## src/rtl/rv_g_pkg.sv

```systemverilog
// Shared definitions for the rv_g operand-fetch / regfile interface.
// Contents: register address width, operand-fetch FSM state encoding,
//           and the helper that derives the operand data width.
package rv_g_pkg;

    localparam int RF_ADDR_W = 6;

    typedef enum logic [1:0] {
        IDLE = 2'd0,
        REQ  = 2'd1,
        OUT  = 2'd2
    } operand_fetch_state_e;

    // Operand width must hold either an integer or a floating-point register.
    function automatic int calc_maxlen(input int xlen, input int flen);
        return (xlen > flen) ? xlen : flen;
    endfunction

endpackage

```

## src/rtl/rv_g_operand_fetch.sv

```systemverilog
// Purpose : requests rd lock + rs1/rs2/rs3 reads from rv_g_regfile for one uop,
//           captures the operands on grant and presents uop + operands to execute.
// Latency : accept edge -> out_valid_o after 2 edges minimum (one REQ cycle);
//           one uop per 2 cycles with immediate grant.
// Backpressure: regfile holds us in REQ (addresses stable) until gnt; execute holds
//           us in OUT (outputs stable) until out_ready_i, which also gates in_ready_o.
// Ports   : clk_i/rst_i/flush_i; in_* uop + register addresses (valid/ready);
//           rf_* request/addresses out, grant + read data in; out_* uop/rd/operands
//           (valid/ready); stall_cnt_o saturating count of cycles waiting for gnt.
module rv_g_operand_fetch
    import rv_g_pkg::*;
#(
    parameter  int XLEN   = 64,
    parameter  int FLEN   = 32,
    parameter  int UOP_W  = 32,
    localparam int MAXLEN = calc_maxlen(XLEN, FLEN)
) (
    input  logic                 clk_i,
    input  logic                 rst_i,
    input  logic                 flush_i,

    input  logic                 in_valid_i,
    output logic                 in_ready_o,
    input  logic [UOP_W-1:0]     in_uop_i,
    input  logic [RF_ADDR_W-1:0] in_rd_addr_i,
    input  logic [RF_ADDR_W-1:0] in_rs1_addr_i,
    input  logic [RF_ADDR_W-1:0] in_rs2_addr_i,
    input  logic [RF_ADDR_W-1:0] in_rs3_addr_i,

    output logic                 rf_req_o,
    output logic [RF_ADDR_W-1:0] rf_rd_addr_o,
    output logic [RF_ADDR_W-1:0] rf_rs1_addr_o,
    output logic [RF_ADDR_W-1:0] rf_rs2_addr_o,
    output logic [RF_ADDR_W-1:0] rf_rs3_addr_o,
    input  logic                 rf_gnt_i,
    input  logic [MAXLEN-1:0]    rf_rs1_data_i,
    input  logic [MAXLEN-1:0]    rf_rs2_data_i,
    input  logic [MAXLEN-1:0]    rf_rs3_data_i,

    output logic                 out_valid_o,
    input  logic                 out_ready_i,
    output logic [UOP_W-1:0]     out_uop_o,
    output logic [RF_ADDR_W-1:0] out_rd_addr_o,
    output logic [MAXLEN-1:0]    out_rs1_data_o,
    output logic [MAXLEN-1:0]    out_rs2_data_o,
    output logic [MAXLEN-1:0]    out_rs3_data_o,

    output logic [15:0]          stall_cnt_o
);

    operand_fetch_state_e r_state;

    logic [UOP_W-1:0]     r_uop;
    logic [RF_ADDR_W-1:0] r_rd_addr;
    logic [RF_ADDR_W-1:0] r_rs1_addr;
    logic [RF_ADDR_W-1:0] r_rs2_addr;
    logic [RF_ADDR_W-1:0] r_rs3_addr;

    logic [UOP_W-1:0]     r_out_uop;
    logic [RF_ADDR_W-1:0] r_out_rd_addr;
    logic [MAXLEN-1:0]    r_out_rs1_data;
    logic [MAXLEN-1:0]    r_out_rs2_data;
    logic [MAXLEN-1:0]    r_out_rs3_data;
    logic [15:0]          r_stall_cnt;

    logic w_req;
    logic w_gnt;
    logic w_out_hs;
    logic w_in_ready;
    logic w_accept;

    // Request is masked by flush/reset combinationally so the regfile can never
    // grant (and lock rd) in a cycle whose result we are about to throw away.
    assign w_req      = (r_state == REQ) & ~flush_i & ~rst_i;
    assign w_gnt      = w_req & rf_gnt_i;
    assign w_out_hs   = (r_state == OUT) & out_ready_i;
    // In OUT a new uop may only enter on the same edge the current one leaves.
    assign w_in_ready = ~rst_i & ~flush_i & ((r_state == IDLE) | w_out_hs);
    assign w_accept   = in_valid_i & w_in_ready;

    always_ff @(posedge clk_i) begin
        if (rst_i) begin
            r_state        <= IDLE;
            r_uop          <= '0;
            r_rd_addr      <= '0;
            r_rs1_addr     <= '0;
            r_rs2_addr     <= '0;
            r_rs3_addr     <= '0;
            r_out_uop      <= '0;
            r_out_rd_addr  <= '0;
            r_out_rs1_data <= '0;
            r_out_rs2_data <= '0;
            r_out_rs3_data <= '0;
            r_stall_cnt    <= '0;
        end else begin
            if (w_req && !rf_gnt_i && (r_stall_cnt != 16'hFFFF)) begin
                r_stall_cnt <= r_stall_cnt + 16'd1;
            end

            // w_accept is already false under flush, so this latch is safe here.
            if (w_accept) begin
                r_uop      <= in_uop_i;
                r_rd_addr  <= in_rd_addr_i;
                r_rs1_addr <= in_rs1_addr_i;
                r_rs2_addr <= in_rs2_addr_i;
                r_rs3_addr <= in_rs3_addr_i;
            end

            if (w_gnt) begin
                r_out_uop      <= r_uop;
                r_out_rd_addr  <= r_rd_addr;
                r_out_rs1_data <= rf_rs1_data_i;
                r_out_rs2_data <= rf_rs2_data_i;
                r_out_rs3_data <= rf_rs3_data_i;
            end

            if (flush_i) begin
                r_state <= IDLE;
            end else begin
                case (r_state)
                    IDLE: if (w_accept) r_state <= REQ;
                    REQ:  if (w_gnt)    r_state <= OUT;
                    OUT:  if (w_out_hs) r_state <= w_accept ? REQ : IDLE;
                    default:            r_state <= IDLE;
                endcase
            end
        end
    end

    assign in_ready_o     = w_in_ready;
    assign rf_req_o       = w_req;
    assign rf_rd_addr_o   = r_rd_addr;
    assign rf_rs1_addr_o  = r_rs1_addr;
    assign rf_rs2_addr_o  = r_rs2_addr;
    assign rf_rs3_addr_o  = r_rs3_addr;
    assign out_valid_o    = (r_state == OUT) & ~rst_i;
    assign out_uop_o      = r_out_uop;
    assign out_rd_addr_o  = r_out_rd_addr;
    assign out_rs1_data_o = r_out_rs1_data;
    assign out_rs2_data_o = r_out_rs2_data;
    assign out_rs3_data_o = r_out_rs3_data;
    assign stall_cnt_o    = r_stall_cnt;

endmodule

```

## config.mk

```make
export PLATFORM = sky130hd
export DESIGN_NAME = rv_g_operand_fetch
export DESIGN_NICKNAME = d
export VERILOG_FILES = /design/src/rtl/rv_g_pkg.sv /design/src/rtl/rv_g_operand_fetch.sv
export SDC_FILE = /design/constraint.sdc
export NUM_CORES = 1
export LEC_CHECK = 0
export CORE_AREA = 5 5 202 204
export DETAILED_ROUTE_END_ITERATION = 10
export DIE_AREA = 0 0 207 209
export GPL_ROUTABILITY_DRIVEN = 0
export MAX_ROUTING_LAYER = met4
export PLACE_DENSITY = 0.69
export SLEW_MARGIN = 5
export SYNTH_ARGS = -nofsm -noshare
export SYNTH_HDL_FRONTEND = slang
export SYNTH_SLANG_ARGS = --single-unit
```

## constraint.sdc

```tcl
create_clock -name clk_i -period 2.2 [get_ports clk_i]
set_input_delay 0.22 -clock clk_i [delete_from_list [all_inputs] [get_ports clk_i]]
set_output_delay 0.22 -clock clk_i [all_outputs]
set_load 0.05 [all_outputs]
```

==> out/metrics.cfg, run 1 <==
[status]
status=finished, violations left
violations=slew limit

[yosys]
synth_fp_nets=1553
synthDistinctLibCells=31
seq_area_frac_synth=0.568
yosysMostFrequentCell=nand2_1
synth_top_cell_by_area=dfxtp_1
synth_seq_cells=304
synth_edf_count=0
syn_area_um2=10700
avgSynthCellArea_um2=8.26
synth_cells=1298
synthTopCellsByCount=nand2_1, dfxtp_1, a21oi_1, clkbuf_1, nor2_1
yosysTopAreaCellShare=0.568
synth_area_leaders=dfxtp_1, nand2_1, a21oi_1
synth_top_flop_cell=dfxtp_1
synthArstFlopShare=0
yosysWarnings=0

[timing]
drv_slew=127
skew_ns=0.0133
slew_headroom=-0.128
fin_ws_ns=0.133
worst_pin_slew_ns=1.69
fmaxAchievable_mhz=484
rsz0062_at_grt=no
final_hold_viol_count=0
setup_viol=0
fin_setup_tns_ns=0
fin_crit_ns=2.07
fin_crit_sh=0.940

[global_route]
grt_usage=0.175
antenna_found_initial=4
grt_pass1_wl_um=59700
grt_max_degree=259
grt-ovfl-total=0
grt_pass1_vias=10500

[cells_and_area]
drive_gt1_frac=0.0410
final_area_um2=17700
syn2layout_area_growth_pct=65.1
final_nets=2042
nFillCells=3824

[clock_network]
clk_pin_slew_ns=0.06
cts_tree=built
root_buffer=clkbuf_16
clk_path_buf_depth=3
h-tree-depth=2
clkLatencyLatePin_ns=0.51
cts.sinks=304
numCtsBuffers=35
cts_setup_buffers=0

[worst_setup_path]
path_cells=clkdlybuf4s50_1
critPathMaxFanout=7
cpPeakStageDelay_ns=0.88
cp_slowest_cell=clkdlybuf4s50_1
worstSetupEndpointType=output pin
cp_top_family=buffers and inverters
worstPathRequired_ns=1.98
cp_data_arrival_time_ns=1.85
path_class=flip-flop to output pin
startpoint_type=flip-flop
cp_num_buf_inv=1

[floorplan]
start_util=0.274
die_height_um=209
core_area_um2=39100
ioPinCount=527
die_w_um=207
placementRows=73
die_area_um2=43300

[job]
maxCapViolations=0

[routing]
firstDrtPassIters=5
viasPerCell=4.56
drc=0
vias=10700
drtIter0Drc=735
wirelength_um=39000
wire_per_inst_um=16.7
ant_nets=0

[place]
placed_cell_area_um2=16600
dp_hpwl_um=27600
port_buffers=526
dp_slack_ns=0.00324

[hold_path]
worst_hold_path_type=input port to flip-flop

[power_and_ir_drop]
irDropWorstVdd_mv=0.476
cellPowerDensity_nw_per_um2=691
p_leak_nw=6.29

## tightest hold or removal path, cell delays in order
cell and delay, ns:
clkdlybuf4s50_1 0.39, nand2_1 0.05, a21oi_1 0.05
## metal layers
layer | up-vias | track usage | wire length [um]
met2 | 391 | 0.293 | 19300
met5 | - | - | 0
li1 | 5219 | - | -
met1 | 4971 | 0.194 | 15500
met3 | 74 | 0.0557 | 2860
met4 | 0 | 0.0695 | 1320
## state kept, by name, indices dropped and copies added (netlist names)
name            cells
rf_rs3_addr_o       6
rf_rs1_addr_o       6
rf_rd_addr_o        6
stall_cnt_o        16
out_rs1_data_o     64
out_uop_o          32
r_uop              32
rf_rs2_addr_o       6
out_rs3_data_o     64
out_rs2_data_o     64
out_rd_addr_o       6
r_state             2
## power by group
part	switching [mW]	leakage [nW]	internal (mW)	total [mW]
Combinational	0.476	3.30	0.564	1.04
Sequential	0.0378	2.45	5.57	5.61
Clock	2.19	0.529	3.40	5.58
Total	2.70	6.29	9.54	12.2
## final cells by class
type | instances | area (um^2) | area share
clock inverters | 4 | 70.1 | 0.00396
clock buffers | 53 | 1020 | 0.0574
inverters | 4 | 15.0 | 0.000848
repair buffers | 547 | 5600 | 0.316
multi-input cells | 895 | 4250 | 0.240
well taps | 525 | 657 | 0.0371
flip-flops and latches | 304 | 6090 | 0.344
diodes | 4 | 10.0 | 0.000566
## stage by stage
stage / cells / hold slack [ns] / utilization / total power [mW]
2_1_floorplan: 1298 / 0.292 / - / 6.12
3_3_place_gp: 2275 / 0.436 / 0.425 / 6.76
3_5_place_dp: 2275 / 0.445 / 0.425 / 6.77
4_1_cts: 2332 / 0.209 / 0.452 / 12.4
5_1_grt: 2336 / 0.232 / 0.453 / 12.7
6_report: 2336 / 0.251 / 0.453 / 12.2
## worst paths after layout
| path | startpoint | to | slack [ns] | cells after the start |
|---|---|---|---|---|
| worst max-delay path | stall_cnt_o[9] | stall_cnt_o[9] | 0.13 | 1 |
| worst min-delay path | rf_rs2_data_i[41] | out_rs2_data_o[41] | 0.25 | 3 |
| worst max register to register | stall_cnt_o[0] | stall_cnt_o[8] | 0.28 | 5 |
| worst min register to register | r_uop[28] | out_uop_o[28] | 0.45 | 2 |
## cell families (layout without fill, tap and decap cells)
group | Yosys count | count (layout) | synth area share
AOI/OAI and AO/OA | 259 | 259 | 0.124
other | 0 | 4 | 0
buffers and inverters | 99 | 608 | 0.0382
muxes | 58 | 58 | 0.0544
and+or+nand+nor | 577 | 577 | 0.215
DFF | 304 | 304 | 0.568
adders and majority gates | 1 | 1 | 0.00117
## cells in the final DEF, fill, tap and decap left out, types with 3 or more instances in the layout
cell / count
a21oi_1: 244
buf_12: 14
buf_4: 9
clkbuf_1: 13
clkbuf_16: 37
clkbuf_8: 3
clkdlybuf4s50_1: 522
dfxtp_1: 303
diode_2: 4
inv_1: 4
mux2i_1: 56
nand2_1: 468
nand3_1: 6
nand4_1: 5
nor2_1: 62
nor2b_1: 3
nor3_1: 6
nor4_1: 3
o21ai_0: 3
o31ai_1: 9
or3_1: 4
or4_1: 8
## repair_timing
item                       CTS  global route
gates resized for setup      1             0
hold buffers                 0             0
setup endpoints to repair    1             0
Note: power is estimated with default switching activity, not from simulation.
==> inputs of run 2 (changes only) <==
CTS_CLUSTER_SIZE = 14   (was not set)
==> out/metrics.cfg, run 2 (synthesis results as in run 1) <==
[worst_setup_path]
timing.rr.start=stall_cnt_o[0]
path_class=flip-flop to output pin
crit_start=stall_cnt_o[8]
worstPathRequired_ns=1.98
cp_top_family=buffers and inverters
rr_endpoint=stall_cnt_o[8]
worstSetupEndpointType=output pin
path_cells=clkdlybuf4s50_1
cp_num_buf_inv=1
cpPeakStageDelay_ns=0.87
critPathMaxFanout=8
cp_data_arrival_time_ns=1.84
reg2regPathDepth=5
cp_slowest_cell=clkdlybuf4s50_1
regToRegSetupSlack_ns=0.31
worstSetupPathDepth=1
startpoint_type=flip-flop

[hold_path]
hold_end=out_rs2_data_o[41]
worst_hold_path_type=input port to flip-flop
hold_depth=3
min_from=rf_rs2_data_i[41]

[global_route]
antenna_found_initial=4
grt_pass1_vias=10500
grt_pass1_wl_um=59700
grt_usage=0.175
grt-ovfl-total=0
grt_max_degree=259

[clock_network]
ctsHoldBuffers=0
cts_tree=built
root_buffer=clkbuf_16
numCtsBuffers=35
clk_path_buf_depth=3
clkLatencyLatePin_ns=0.51
h-tree-depth=2
clk_pin_slew_ns=0.06
cts.sinks=304

[routing]
firstDrtPassIters=5
vias=10700
wire_per_inst_um=16.7
wirelength_um=39000
viasPerCell=4.57
drtIter0Drc=735
ant_nets=0
drc=0

[floorplan]
start_util=0.274
die_w_um=207
core_area_um2=39100
ioPinCount=527
die_area_um2=43300
placementRows=73
die_height_um=209

[power_and_ir_drop]
irDropWorstVdd_mv=0.477
p_leak_nw=6.29
cellPowerDensity_nw_per_um2=691

[place]
port_buffers=526
dp_slack_ns=0.00324
placed_cell_area_um2=16600
placed_cells=2275
dp_hpwl_um=27600

[timing]
setup_viol=0
worst_pin_slew_ns=1.76
rsz0062_at_grt=no
fin_ws_ns=0.136
slew_headroom=-0.172
fin_setup_tns_ns=0
fin_crit_ns=2.06
fmaxAchievable_mhz=485
final_hold_viol_count=0
fin_crit_sh=0.938
skew_ns=0.0131
drv_slew=144

[cells_and_area]
drive_gt1_frac=0.0410
final_area_um2=17700
final_cell_count_no_fill=2336
mostFrequentLayoutCell=clkdlybuf4s50_1
nFillCells=3824
final_nets=2042
final_cell_mix=clkdlybuf4s50_1, nand2_1, dfxtp_1
syn2layout_area_growth_pct=65.1
final_util=0.453

[status]
status=finished, violations left
violations=slew limit

[job]
maxCapViolations=0

## run 2: cell counts in the layout (fill, tap and decap cells not counted)
Identical to the previous run, type by type.
## run 2: worst max-delay path by stage
stage,end,slack [ns]
floorplan,stall_cnt_o[14],0.01
global placement,stall_cnt_o[14],0.03
detailed placement,stall_cnt_o[14],0.003
CTS,stall_cnt_o[8],0.08
global route,stall_cnt_o[8],0.04
finish,stall_cnt_o[8],0.14
## run 2: layer usage
metal	part of all wire	vias to the layer above	track usage
met4	0.034	0	0.0695
met1	0.40	4979	0.194
met3	0.074	76	0.0557
li1	-	5219	-
met5	0	-	-
met2	0.50	399	0.293
## run 2: repair_timing
action	CTS	global route
setup buffers	0	0
resized for setup	1	0
setup endpoints to repair	1	0
## run 2: per-stage QoR
step | hold WS, ns | power, mW
final | 0.251 | 12.2
after global routing | 0.232 | 12.7
after CTS | 0.209 | 12.4
after detailed placement | 0.445 | 6.77
after global placement | 0.436 | 6.76
after floorplan | 0.292 | 6.12
## run 2: power by group
part / leakage [nW] / internal [mW] / switching [mW]
clock: 0.529 / 3.40 / 2.19
combinational: 3.30 / 0.564 / 0.476
sequential: 2.45 / 5.57 / 0.0377
## run 2: cell type report
cell class | instances | area, um^2 | area share
repair buffers | 547 | 5600 | 0.316
multi-input cells | 895 | 4250 | 0.240
clock buffers | 53 | 1020 | 0.0574
clock inverters | 4 | 70.1 | 0.00396
well taps | 525 | 657 | 0.0371
inverters | 4 | 15.0 | 0.000848
flip-flops and latches | 304 | 6090 | 0.344
diodes | 4 | 10.0 | 0.000566
